[config.mk]
export PLATFORM = sky130hd
export DESIGN_NAME = uart_tx_arbiter
export DESIGN_NICKNAME = d
export VERILOG_FILES = /design/src/rtl/uart_pkg.sv /design/src/rtl/rr_pick.sv /design/src/rtl/uart_tx_arbiter.sv
export SDC_FILE = /design/constraint.sdc
export NUM_CORES = 1
export LEC_CHECK = 0
export ABC_AREA = 1
export BUFFER_PORTS_ARGS = -buffer_cell sky130_fd_sc_hd__buf_4
export CORE_ASPECT_RATIO = 1.75
export CORE_MARGIN = 2
export CORE_UTILIZATION = 45
export DETAILED_ROUTE_END_ITERATION = 10
export GPL_ROUTABILITY_DRIVEN = 0
export PLACE_DENSITY = 0.72
export SLEW_MARGIN = 10
export SYNTH_ARGS = -nofsm -noshare
export SYNTH_HDL_FRONTEND = slang
export SYNTH_SLANG_ARGS = --single-unit
[constraint.sdc]
create_clock -name clk -period 5.3 [get_ports clk]
set_input_delay 0.265 -clock clk [delete_from_list [all_inputs] [get_ports clk]]
set_output_delay 0.265 -clock clk [all_outputs]
set_load 0.01 [all_outputs]
[src/rtl/uart_pkg.sv]
// Shared types for the UART transmit arbiter: state encoding, default data width, index-width helper.
package uart_pkg;

  localparam int DEFAULT_DATA_WIDTH = 8;
  localparam int ARB_STATE_W        = 3;

  typedef enum logic [ARB_STATE_W-1:0] {
    ST_IDLE      = 3'd0,
    ST_LAUNCH    = 3'd1,
    ST_WAIT_RISE = 3'd2,
    ST_WAIT_FALL = 3'd3,
    ST_DONE      = 3'd4
  } arb_state_e;

  // Never narrower than one bit, so two-requester builds still get a usable index.
  function automatic int idx_width(input int n);
    return (n <= 2) ? 1 : $clog2(n);
  endfunction

endpackage

[src/rtl/rr_pick.sv]
// Combinational round-robin picker: first set req at or after ptr, wrapping modulo NUM_REQ.
module rr_pick
  import uart_pkg::*;
#(
  parameter int NUM_REQ = 4,
  parameter int IDX_W   = idx_width(NUM_REQ)
) (
  input  logic [NUM_REQ-1:0] req,
  input  logic [IDX_W-1:0]   ptr,
  output logic [NUM_REQ-1:0] grant,
  output logic [IDX_W-1:0]   idx,
  output logic               any
);

  localparam logic [IDX_W:0] NR = (IDX_W+1)'(NUM_REQ);

  logic [IDX_W:0] cand;

  always_comb begin
    grant = '0;
    idx   = '0;
    any   = 1'b0;
    cand  = '0;
    for (int k = 0; k < NUM_REQ; k++) begin
      // One extra bit holds ptr+k before the explicit wrap, so non-power-of-2 counts work.
      cand = {1'b0, ptr} + (IDX_W+1)'(k);
      if (cand >= NR) cand = cand - NR;
      if (!any && req[cand[IDX_W-1:0]]) begin
        any                     = 1'b1;
        grant[cand[IDX_W-1:0]] = 1'b1;
        idx                     = cand[IDX_W-1:0];
      end
    end
  end

endmodule

[src/rtl/uart_tx_arbiter.sv]
// Round-robin sharing of one UART transmitter; sequences enable/busy and holds tx_data per frame.
// Optional UART_ARB_PRIORITY_EN adds prio_mask: masked requesters win, round-robin inside each group.
module uart_tx_arbiter
  import uart_pkg::*;
#(
  parameter int NUM_REQ          = 4,
  parameter int INPUT_DATA_WIDTH = DEFAULT_DATA_WIDTH,
  parameter int BUSY_TIMEOUT     = 64
) (
  input  logic                                clk,
  input  logic                                reset,
  input  logic [NUM_REQ-1:0]                  req,
  input  logic [NUM_REQ*INPUT_DATA_WIDTH-1:0] req_data,
`ifdef UART_ARB_PRIORITY_EN
  input  logic [NUM_REQ-1:0]                  prio_mask,
`endif
  output logic [NUM_REQ-1:0]                  ack,
  output logic [NUM_REQ-1:0]                  done,
  output logic                                tx_enable,
  output logic [INPUT_DATA_WIDTH-1:0]         tx_data,
  input  logic                                tx_busy,
  output logic                                arb_busy,
  output logic                                timeout_err
);

  localparam int IDX_W = idx_width(NUM_REQ);
  localparam int CNT_W = idx_width(BUSY_TIMEOUT);

  arb_state_e                  state_q, state_d;
  logic [IDX_W-1:0]            idx_q, idx_d;
  logic [IDX_W-1:0]            rr_ptr_q, rr_ptr_d;
  logic [CNT_W-1:0]            cnt_q, cnt_d;
  logic [INPUT_DATA_WIDTH-1:0] tx_data_q, tx_data_d;
  logic                        timeout_err_q, timeout_err_d;

  logic [NUM_REQ-1:0] pick_grant;
  logic [IDX_W-1:0]   pick_idx;
  logic               pick_any;

`ifdef UART_ARB_PRIORITY_EN
  logic [NUM_REQ-1:0] hi_req, hi_grant, lo_grant;
  logic [IDX_W-1:0]   hi_idx, lo_idx;
  logic               hi_any, lo_any;

  assign hi_req = req & prio_mask;

  rr_pick #(.NUM_REQ(NUM_REQ), .IDX_W(IDX_W)) u_pick_hi (
    .req(hi_req), .ptr(rr_ptr_q), .grant(hi_grant), .idx(hi_idx), .any(hi_any)
  );
  rr_pick #(.NUM_REQ(NUM_REQ), .IDX_W(IDX_W)) u_pick_lo (
    .req(req), .ptr(rr_ptr_q), .grant(lo_grant), .idx(lo_idx), .any(lo_any)
  );

  assign pick_grant = hi_any ? hi_grant : lo_grant;
  assign pick_idx   = hi_any ? hi_idx   : lo_idx;
  assign pick_any   = lo_any;
`else
  rr_pick #(.NUM_REQ(NUM_REQ), .IDX_W(IDX_W)) u_pick (
    .req(req), .ptr(rr_ptr_q), .grant(pick_grant), .idx(pick_idx), .any(pick_any)
  );
`endif

  always_comb begin
    state_d       = state_q;
    idx_d         = idx_q;
    rr_ptr_d      = rr_ptr_q;
    cnt_d         = cnt_q;
    tx_data_d     = tx_data_q;
    timeout_err_d = timeout_err_q;
    ack           = '0;
    done          = '0;
    tx_enable     = 1'b0;

    case (state_q)
      ST_IDLE: begin
        if (pick_any && !tx_busy) begin
          idx_d     = pick_idx;
          tx_data_d = req_data[pick_idx*INPUT_DATA_WIDTH +: INPUT_DATA_WIDTH];
          ack       = pick_grant;
          state_d   = ST_LAUNCH;
        end
      end
      ST_LAUNCH: begin
        // Never fire enable into a UART that already reports busy.
        tx_enable = !tx_busy;
        cnt_d     = '0;
        state_d   = ST_WAIT_RISE;
      end
      ST_WAIT_RISE: begin
        if (tx_busy) begin
          state_d = ST_WAIT_FALL;
        end else if (cnt_q == CNT_W'(BUSY_TIMEOUT-1)) begin
          timeout_err_d = 1'b1;
          state_d       = ST_DONE;
        end else begin
          cnt_d = cnt_q + 1'b1;
        end
      end
      ST_WAIT_FALL: begin
        if (!tx_busy) state_d = ST_DONE;
      end
      ST_DONE: begin
        done[idx_q] = 1'b1;
        rr_ptr_d    = (idx_q == IDX_W'(NUM_REQ-1)) ? '0 : idx_q + 1'b1;
        state_d     = ST_IDLE;
      end
      default: state_d = ST_IDLE;
    endcase

    // Pulses are suppressed in the reset cycle so an aborted frame never reports.
    if (reset) begin
      ack       = '0;
      done      = '0;
      tx_enable = 1'b0;
    end
  end

  always_ff @(posedge clk) begin
    if (reset) begin
      state_q       <= ST_IDLE;
      idx_q         <= '0;
      rr_ptr_q      <= '0;
      cnt_q         <= '0;
      tx_data_q     <= '0;
      timeout_err_q <= 1'b0;
    end else begin
      state_q       <= state_d;
      idx_q         <= idx_d;
      rr_ptr_q      <= rr_ptr_d;
      cnt_q         <= cnt_d;
      tx_data_q     <= tx_data_d;
      timeout_err_q <= timeout_err_d;
    end
  end

  assign tx_data     = tx_data_q;
  assign arb_busy    = (state_q != ST_IDLE);
  assign timeout_err = timeout_err_q;

endmodule
==> impl_results.md <==
* Status: finished clean
* Crit Path Category: flip-flop to output pin
* Clk Latency, worst-skew pair at 260 ps
* Vias at 2065
* Sequential area share after synthesis at 23.4%
* Most used DFF post-synth: dfxtp_1
* Row cnt at 31
* Placed Area at between 2000 and 2500 um2
* Number of flops mapped to enable cells by yosys at 0
* CTS Buf Count at 3
* Drc violations at 0
* GRT busiest layer: met2
* CTS sink count at 22
* Syn. warnings at 0
* Utilization after layout at 58.4%
* Final Cycle Share at 62.5%
* Synth Area in Adders at between 8 and 9%
* Final setup vio count at 0
* Worst hold start: reset
* Crit-path max FO at 14
* Die X at 52.9 um
* Global-route wire length before repair at around 7.9 mm
* Worst setup path end: ack[1]
* H-tree Lvls at 1
* WP data required at 5040 ps
* Buffers on Ports at between 50 and 60
* Crit path time final at 3310 ps
* Clk Tree Root Cell: clkbuf_8
* RSZ-0062 raised after global routing: false
* Worst Tran Pin Value at 597 ps
* Simple-gate share of the synthesized area at 41.6%
* Critical Path Max Stage Delay at 710 ps
* CTS Hold Bufs at 0
* GRT Total Usage at 22.3%
* Power per Cell Area at 222 nW/um2
* FILL cells at about 420
* Vias/cell at 5.10
* Hold Vio Cnt, Final at 0
* Largest family of logic cells by synthesized area: simple AND/OR/NAND/NOR gates
* Commonest non-fill, non-tap cell in the layout: nand2_1
* Met3 Usage GRT at 2.17%
* LEAKAGE at 1.26 nW
* Startpoint Class: flip-flop
* Largest net degree at the start of global routing at 16
* Max-slew headroom at about three fifths
* Initial Util at 46.2%
* Fraction of registers with async set/reset at 0%
* Area Overhead vs Synth at 26.5%
* IO Pins at 58
* Critical-path cell list: inv_6 > ha_1 > inv_1 > nand3_1 > nand2_1 > inv_1 > nand4_1 > nand3_1 > inv_1 > nand2_1 > a31oi_1 > buf_4
* Starting DRT DRC Count at 62
* Post-synth top area cell: dfxtp_1
* CP most frequent cell: inv_1
* Longest Clk Path Bufs at 2
* Vias in the first global route at 1879
* Syn Std Cell Area at 1880 um2
* Antenna cell count at 0
* Die Ht at slightly below 90 um
* HPWL Detailed at 4.12 mm
* Worst Hold Class: primary input to flip-flop
* Max-cap violations at 0
* Worst Setup SP: rr_ptr_q[0]
* # Post-CTS Setup Buffers at 0
* Mapped Nets at 353
* Unique masters post-synth at 30
* Total grt overflow at 0
* Fmax at 302 MHz
* Non-Filler Instances at approximately 410
* Yosys top cell area share at 23.4%
* Full die area at 4740 um2
* Critical Path Sink Type: output pin
* Core area at 4070 um2
* Drt total wl at ~5 mm
* Clk pin slew, worst setup/hold paths at 80 ps
* Final Cell Area at 2380 um2
* Ranking of synthesized cells by area: dfxtp_1, nand2_1, inv_1, ha_1, nand3_1
* Initial antenna violation count at 0
* DRT Pass-1 Iters at 4
* CTS resizes at 0
* Syn_area_per_cell at 6.25 um2
* R2r endpoint: tx_data[5]
* Most frequent cells in the layout: nand2_1, buf_4, inv_1, nand3_1, nor2_1
* XOR/XNOR Fraction of Synth Area at 0%
* ANT nets after route at 0
* Post-Synthesis Cells at 301
* Critical path arrival at about 3100 ps
* WL per Instance at 12.4 um
* FF-to-FF Start: rr_ptr_q[0]
* Peak supply drop at about 0.24 mV
* Cells after DPL at 401
* R2R depth at 13
* Met2 usage at 43.4%
* Compound-cell area share of the yosys netlist at about an eighth
* Clk_skew at 1.93 ps
* Layout cells sized above 1 at 22.5%
* Register bit total from synthesis at 22
* Layout Nets at roughly 400
* Post-route setup TNS at 0 ps
* Final Max Slew Viols at 0
* M1 GR Usage at 23.2%
* Slowest CP cell: dfxtp_1
* Flop-to-flop setup slack at 2560 ps
* CTS tree: yes
* Post-synthesis mux area share at 0%
flip-flops by register name, indices dropped and copies added (netlist names):
name and count:
cnt_q 6, idx_q 2, rr_ptr_q 2, state_q 3, timeout_err 1, tx_data 8
synth_stat cells, types with 2 or more instances:
master and number:
nand2_1 73, inv_1 55, nand3_1 32, nor2_1 32
dfxtp_1 22, ha_1 13, a21oi_1 9, o21ai_0 8
nor3_1 7, a31oi_1 5, nand2_2 5, nand4_1 5
a22oi_1 4, nand2_4 4, nand3_2 4, o21a_1 4
a211oi_1 3, buf_6 3, clkbuf_1 2
metal layers:
layer / vias to the layer above / routed length [um]
li1: 1065 / -
met1: 937 / 1840
met2: 53 / 2900
met3: 10 / 170
met4: 0 / 123
met5: - / 0
critical path, delay by kind of cell, from the launching register on:
kind	cells	cell delay, ps
AO/OA/AOI/OAI	1	230
adder cells (fa/ha/maj)	1	380
buffers and inverters	5	730
flip-flops	1	710
AND/OR/NAND/NOR	5	740
cell families (layout without fill, tap and decap cells):
logic type / after synthesis / after routing
AND/OR/NAND/NOR: 166 / 166
adder cells (fa/ha/maj): 13 / 13
AO/OA/AOI/OAI: 36 / 36
buffers and inverters: 64 / 119
flip-flops: 22 / 22
worst min path at each step:
stage	slack, ps	endpoint	cells after the start
after floorplan	440	state_q[0]	2
after global placement	470	cnt_q[5]	2
after detailed placement	470	cnt_q[5]	2
after CTS	260	rr_ptr_q[0]	2
after global routing	250	rr_ptr_q[0]	2
final	260	state_q[0]	2
area by class of cell:
| type | instances | area [um2] | share of cell area (%) |
|---|---|---|---|
| clock buffer | 4 | 55.1 | 2.31 |
| inverter | 58 | 225 | 9.46 |
| multi-input combinational | 215 | 1170 | 49.2 |
| sequential | 22 | 440 | 18.5 |
| tap | 49 | 61.3 | 2.58 |
| timing repair buffer | 57 | 428 | 18.0 |
report_power, final:
group | total [W] | leakage [nW] | switching, W | internal (W)
clock | 0.000118 | 0.0288 | 0.0000517 | 0.0000661
combinational | 0.000207 | 1.05 | 0.000122 | 0.0000856
sequential | 0.000203 | 0.180 | 0.0000161 | 0.000187
stage by stage:
step | power [W] | hold WS, ps | setup slack [ps]
4_1_cts | 0.000537 | 257 | 2000
5_1_grt | 0.000570 | 254 | 1700
2_1_floorplan | 0.000341 | 437 | 3060
3_5_place_dp | 0.000414 | 467 | 2300
6_report | 0.000528 | 259 | 1990
3_3_place_gp | 0.000411 | 468 | 2410
No activity file was read; power rests on OpenSTA's default activity.
